[src/rtl/gray_counter_param.sv]
// Parametrised up/down Gray-code counter with Gray-coded parallel load, sticky wrap flags and a wrap pulse.
// Define GRAY_BIN_OUT_EN to add the registered Binary output alongside Output.
module gray_counter_param #(
    parameter int unsigned      WIDTH   = 3,
    parameter logic [WIDTH-1:0] RST_VAL = '0
) (
    input  logic             Clk,
    input  logic             Reset,
    input  logic             En,
    input  logic             Dir,
    input  logic             Load,
    input  logic [WIDTH-1:0] LoadVal,
    input  logic             ClrFlags,
    output logic [WIDTH-1:0] Output,
    output logic             Overflow,
    output logic             Underflow,
`ifdef GRAY_BIN_OUT_EN
    output logic             Wrap,
    output logic [WIDTH-1:0] Binary
`else
    output logic             Wrap
`endif
);

    function automatic logic [WIDTH-1:0] gray2bin(input logic [WIDTH-1:0] g);
        logic [WIDTH-1:0] b;
        b[WIDTH-1] = g[WIDTH-1];
        for (int i = int'(WIDTH) - 2; i >= 0; i--) begin
            b[i] = b[i+1] ^ g[i];
        end
        return b;
    endfunction

    localparam logic [WIDTH-1:0] RST_BIN = gray2bin(RST_VAL);

    logic [WIDTH-1:0] cnt;
    logic [WIDTH-1:0] cnt_next;
    logic             up_wrap;
    logic             dn_wrap;
    logic             ovf_next;
    logic             unf_next;

    // NOTE: every signal driven here gets a default first, so no path leaves it unassigned and no latch is inferred.
    always_comb begin
        cnt_next = cnt;
        up_wrap  = 1'b0;
        dn_wrap  = 1'b0;
        if (Load) begin
            cnt_next = gray2bin(LoadVal);
        end else if (En) begin
            if (Dir) begin
                cnt_next = cnt + 1'b1;
                up_wrap  = (cnt == '1);
            end else begin
                cnt_next = cnt - 1'b1;
                dn_wrap  = (cnt == '0);
            end
        end
        // A wrap on the same edge as ClrFlags leaves its own flag set.
        ovf_next = (Overflow  & ~ClrFlags) | up_wrap;
        unf_next = (Underflow & ~ClrFlags) | dn_wrap;
    end

    // NOTE: state registers use non-blocking assignments so every register samples pre-edge values.
    always_ff @(posedge Clk or posedge Reset) begin
        if (Reset) begin
            cnt       <= RST_BIN;
            Output    <= RST_VAL;
            Overflow  <= 1'b0;
            Underflow <= 1'b0;
            Wrap      <= 1'b0;
        end else begin
            cnt       <= cnt_next;
            Output    <= cnt_next ^ (cnt_next >> 1);
            Overflow  <= ovf_next;
            Underflow <= unf_next;
            Wrap      <= up_wrap | dn_wrap;
        end
    end

`ifdef GRAY_BIN_OUT_EN
    assign Binary = cnt;
`endif

endmodule

[config.mk]
export PLATFORM = sky130hd
export DESIGN_NAME = gray_counter_param
export DESIGN_NICKNAME = d
export VERILOG_FILES = /design/src/rtl/gray_counter_param.sv
export SDC_FILE = /design/constraint.sdc
export NUM_CORES = 1
export LEC_CHECK = 0
export CELL_PAD_IN_SITES_DETAIL_PLACEMENT = 0
export CELL_PAD_IN_SITES_GLOBAL_PLACEMENT = 2
export CORE_ASPECT_RATIO = 0.75
export CORE_MARGIN = 1.5
export CORE_UTILIZATION = 22
export CTS_BUF_LIST = sky130_fd_sc_hd__clkbuf_4 sky130_fd_sc_hd__clkbuf_8 sky130_fd_sc_hd__clkbuf_16
export CTS_CLUSTER_DIAMETER = 50
export DETAILED_ROUTE_END_ITERATION = 7
export PLACE_DENSITY = 0.69
export SKIP_LAST_GASP = 1
export SLEW_MARGIN = 30
export SYNTH_ARGS = -nofsm -noshare
export SYNTH_HDL_FRONTEND = slang
export SYNTH_SLANG_ARGS = --single-unit
[constraint.sdc]
create_clock -name Clk -period 1.86 [get_ports Clk]
set_input_delay 0.186 -clock Clk [delete_from_list [all_inputs] [get_ports Clk]]
set_output_delay 0.186 -clock Clk [all_outputs]
set_load 0.005 [all_outputs]
---- Word-level counts from Yosys, hierarchy flattened ----
Cells that the tools add are included.
operators by class
  bitwise gates (word level) .............. 9
  mux-type cells .......................... 9
  eq/ne operators ......................... 1
  $add $sub $neg .......................... 2
  reductions and logical operators ........ 1
operator list
  kind                                               count
  2-to-1 mux 3 bit                                   3
  2-to-1 mux 1 bit                                   6
  adder 3 x 1 -> 3 bit (second input constant)       1
  == test 3 bit (second input constant)              1
  logical NOT 3 bit                                  1
  OR 1 bit                                           3
  subtractor 3 x 1 -> 3 bit (second input constant)  1
  bitwise XOR 3 x 2 -> 3 bit                         1
  AND 1 bit                                          2
  bitwise XOR 1 bit                                  2
  NOT 1 bit                                          1
word-level totals
  word-level logic and storage cells ...... 27
  input port bits ......................... 9
  output and inout bits ................... 6
  bits in registers ....................... 9

---- Longest topological paths before layout ----
  depth after elaboration ................. 5
  gate-level depth with buffers ........... 6
  gate-level depth less buffers ........... 6

---- Worst setup path after synthesis ----
Ideal clock, no wire load.
  kind .................................... flip-flop to flip-flop
  start point ............................. reg cnt[0]
  end point ............................... reg Output[1]
  buffers on the path ..................... 0
  arrival time ............................ 1,662 ps
  path slack .............................. 119 ps
  clock period less this slack ............ 1,741 ps
  data required time ...................... 1,781 ps
  setup time .............................. 79 ps
  stages on the path, launching flop included .. 7
  cells stage by stage .................... dfrtp_1 inv_1 fa_1 xnor2_1 or4b_1 nand3_2 xor2_1
between the ends
  word-level cells in the longest chain between the ends .. 5
  elaborated cells between the ends (all ways) .. 6
  those cells by class .................... add/sub (2); mux (3); bitwise (1)
ends and longest elaborated chain
  what                                                                      RTL line  text
  start: declaration                                                        36        logic [WIDTH-1:0] cnt;
  start signal: assignment                                                  73        cnt <= cnt_next;
  subtractor 3 x 1 -> 3 bit / adder 3 x 1 -> 3 bit (equally long branches)  55, 52
  2-to-1 mux 3 bit (*)                                                      51        if (Dir) begin
  2-to-1 mux 3 bit (*)                                                      50        end else if (En) begin
  2-to-1 mux 3 bit (*)                                                      48        if (Load) begin
  named net cnt_next[2]                                                     37        logic [WIDTH-1:0] cnt_next;
  bitwise XOR 3 x 2 -> 3 bit (*)                                            74        Output <= cnt_next ^ (cnt_next >> 1);
  end signal: assignment                                                    74
  end: declaration                                                          14        output logic [WIDTH-1:0] Output,
The timed path passes the listed nets; every way through them passes the cells marked *.

---- Worst setup path in the final report ----
  start point ............................. in Dir
  end point ............................... reg Output[1]
between the ends
  word-level cells in the longest chain between the ends .. 4
ends and longest elaborated chain
  what                        RTL line  text
  start: declaration          10        input logic Dir,
  2-to-1 mux 3 bit            51
  2-to-1 mux 3 bit            50
  2-to-1 mux 3 bit            48
  named net cnt_next[2]       37
  bitwise XOR 3 x 2 -> 3 bit  74
The timed path passes the listed nets, and every way through them passes these cells.

==> reports/qor.csv <==
stage;metric;value;unit
placement;HPWL Detailed;672;µm
routing;iteration-0 DRC count of the detailed router;7;
timing;final period utilization;93.2;%
placement;dpl cell area;622;µm²
setup_path;worst-path cell chain;clkdlybuf4s50_1, fa_2, xnor2_1, or4b_1, nand3_2, xor2_1;
routing;drt drc;0;
synth;syn_area_per_cell;9.98;µm²
timing;Max Transition Viols Final;0;
setup_path;CP Depth;6;
timing;Worst Hold Slack;187;ps
die;core area;1790;µm²
clock_tree;H-tree levels;1;
clock_tree;TritonCTS Buffers;3;
clock_tree;Root Buffer;clkbuf_4;
pwr;maximum vdd drop;0.354;mV
cells_and_area;design area;647;µm²
synth;Post-Synthesis Net Count;53;
synth;Yosys reg bits;8;
cells_and_area;most frequent cells in the layout;14 x clkdlybuf4s50_1, 8 x dfrtp_1, 5 x inv_1, 5 x o21ai_0, 5 x buf_4;
die;Site Rows;13;
pwr;sw power;137;µW
setup_path;RR Endpoint;Output[1];
pwr;combinational power share;33.6;%
setup_path;Worst Path Arrival;1900;ps
pwr;PwrDens;800;nW/µm²
setup_path;FF-to-FF Start;cnt[1];
synth;share of the synthesized area in the top cell type;46.6;%
setup_path;CP bufs+invs;1;
timing;worst-case clock skew;1.91;ps
die;DIE AREA;2230;µm²
setup_path;CP required;2030;ps
global_route;gr usage total;8.94;%
synth;Distinct cells, synth;19;
clock_tree;Clock Sinks;8;
routing;drt via density;3.98;
die;Chip Width;54;µm
pwr;Lkg Pwr;0.284;nW
pwr;Cell Int Power;380;µW
timing;Period minus WS final;1730;ps
synth;sequential share of the synthesized area;46.6;%
routing;vias post-DR;338;
setup_path;Worst R2R Path Depth;6;
global_route;initial antenna violation count;0;
setup_path;CP endpoint kind;flop;
run;Max-Cap Viols;0;
global_route;global-route wire length before repair;1.25;mm
die;io pins;15;
synth;leading post-synthesis cells by cell area;dfrtp_1 47%, xnor2_1 6.1%, xor2_1 6.1%;
global_route;total grt overflow;0;
setup_path;CP peak stage delay;490;ps
clock_tree;cts repair resizes;0;
routing;routed wire length;840;µm
die;Initial Util;24.0;%
clock_tree;post-CTS setup buffers;0;
synth;cell count after synthesis;43;
cells_and_area;most common cell after layout, fill and taps aside;clkdlybuf4s50_1;
timing;Final Hold Viols;0;
synth;largest area contributor in the netlist;dfrtp_1;
pwr;Seq pwr share;41.9;%
placement;dpl cells;82;
placement;Placer Congestion;0.697;
cells_and_area;antenna cells;0;
cells_and_area;Nets;75;
clock_tree;cts hold-fix bufs;0;
clock_tree;CTS tree;built;
global_route;vias in the first global route;276;
timing;slew at the pin closest to its max-slew limit;310;ps
cells_and_area;Area Growth Syn to Fin;50.7;%
pwr;sw frac;26.5;%
routing;DR WL/cell;9.88;µm
timing;final setup TNS;0;ps
die;DIE HEIGHT;41.3;µm
global_route;pin count of the biggest net entering global routing;10;
setup_path;Top Family by Delay on Critical Path;simple AND/OR/NAND/NOR gates;
setup_path;Setup CP Type;in2reg;
synth;Yosys warnings;0;
timing;Fmax;577;MHz
cells_and_area;layout cells sized above 1;17.5;%
clock_tree;clk_lat worst skew;250;ps
routing;ANT nets after route;0;
outcome;status;finished, final reports clean;
pwr;Clock power frac;24.4;%
setup_path;worst-path fanout max;2;
routing;TritonRoute pass-1 iters;3;
hold_path;Hold WC Path Type;in2async;
cells_and_area;fin cells;85;
placement;# port buffers;14;
clock_tree;Max Root-Sink Buffers;2;
setup_path;Setup crit start kind;primary input;
timing;number of setup violations in the final report;0;
timing;RSZ-0062 raised after global routing;no;
timing;Rel. slew slack;79.0;%
synth;Mapped Area;429;µm²
clock_tree;Clk pin slew, worst setup/hold paths;50;ps
setup_path;reg2reg setup slack;140;ps
setup_path;CP max stage cell;or4b_1;
state kept, by name (all words and copies together), names as in the netlist:
register / flops
Overflow: 1
cnt: 2
Underflow: 1
Output: 3
Wrap: 1
kinds of logic (layout without fill, tap and decap cells):
kind of cell               after synthesis  after routing  share of synthesized area [%]
xor gates and xnor gates                 6              6                           12.2
adders and majority gates                1              1                           4.66
and+or+nand+nor                         13             13                           18.7
buffers and inverters                    7             27                           7.29
DFF                                      8              8                           46.6
AOI/OAI and AO/OA                        8              8                           10.5
worst max path at each step:
stage                      start        end  slack [ps]
final                        Dir  Output[1]         130
after global routing      cnt[1]  Output[1]          40
after CTS                    Dir  Output[1]          70
after detailed placement     Dir  Output[1]        -190
after global placement       Dir  Output[1]        -180
after floorplan           cnt[0]  Output[1]         120
power groups by stage:
stage | sequential, mW | clock [mW] | combinational [mW]
after floorplan | 0.221 | 0 | 0.0844
after global placement | 0.220 | 0 | 0.178
after detailed placement | 0.220 | 0 | 0.175
after CTS | 0.217 | 0.134 | 0.176
after global routing | 0.220 | 0.143 | 0.196
final | 0.217 | 0.126 | 0.174
layout make-up:
class                           instances  area (µm²)
Clock buffer                            3        22.5
Inverter                                5        18.8
Sequential cell                         8         200
Tap cell                               22        27.5
Fill cell                             190        1140
Timing Repair Buffer                   19         178
Multi-Input combinational cell         28         200
through the flow:
| step | worst slack [ps] | power, mW | util [%] |
|---|---|---|---|
| global route | 41.0 | 0.559 | 36.2 |
| floorplan | 119 | 0.305 | - |
| finish | 126 | 0.517 | 36.2 |
| CTS | 65.5 | 0.527 | 36.0 |
| detailed placement | -188 | 0.395 | 34.8 |
| global placement | -185 | 0.398 | 34.8 |
routing by layer:
metal  vias up  part of all wire, %  GRT usage, %
li1        183                    -             -
met1       146                   49          11.4
met2         9                   43          11.9
met3         0                  7.7          7.66
met4         0                    0             0
met5         -                    0             0
synthesized netlist by cell type:
library cell	instances
o21ai_0	5
xnor2_1	3
nand3_2	1
inv_1	5
dfrtp_1	8
nand3_1	2
o21a_1	1
a21oi_1	1
xor2_1	3
and4b_2	1
fa_1	1
buf_2	1
a22oi_1	1
nor4b_1	1
buf_4	1
nor2_1	2
nand3b_1	1
or4b_1	1
nand2_1	4
Power figures use the tool's default switching activity.
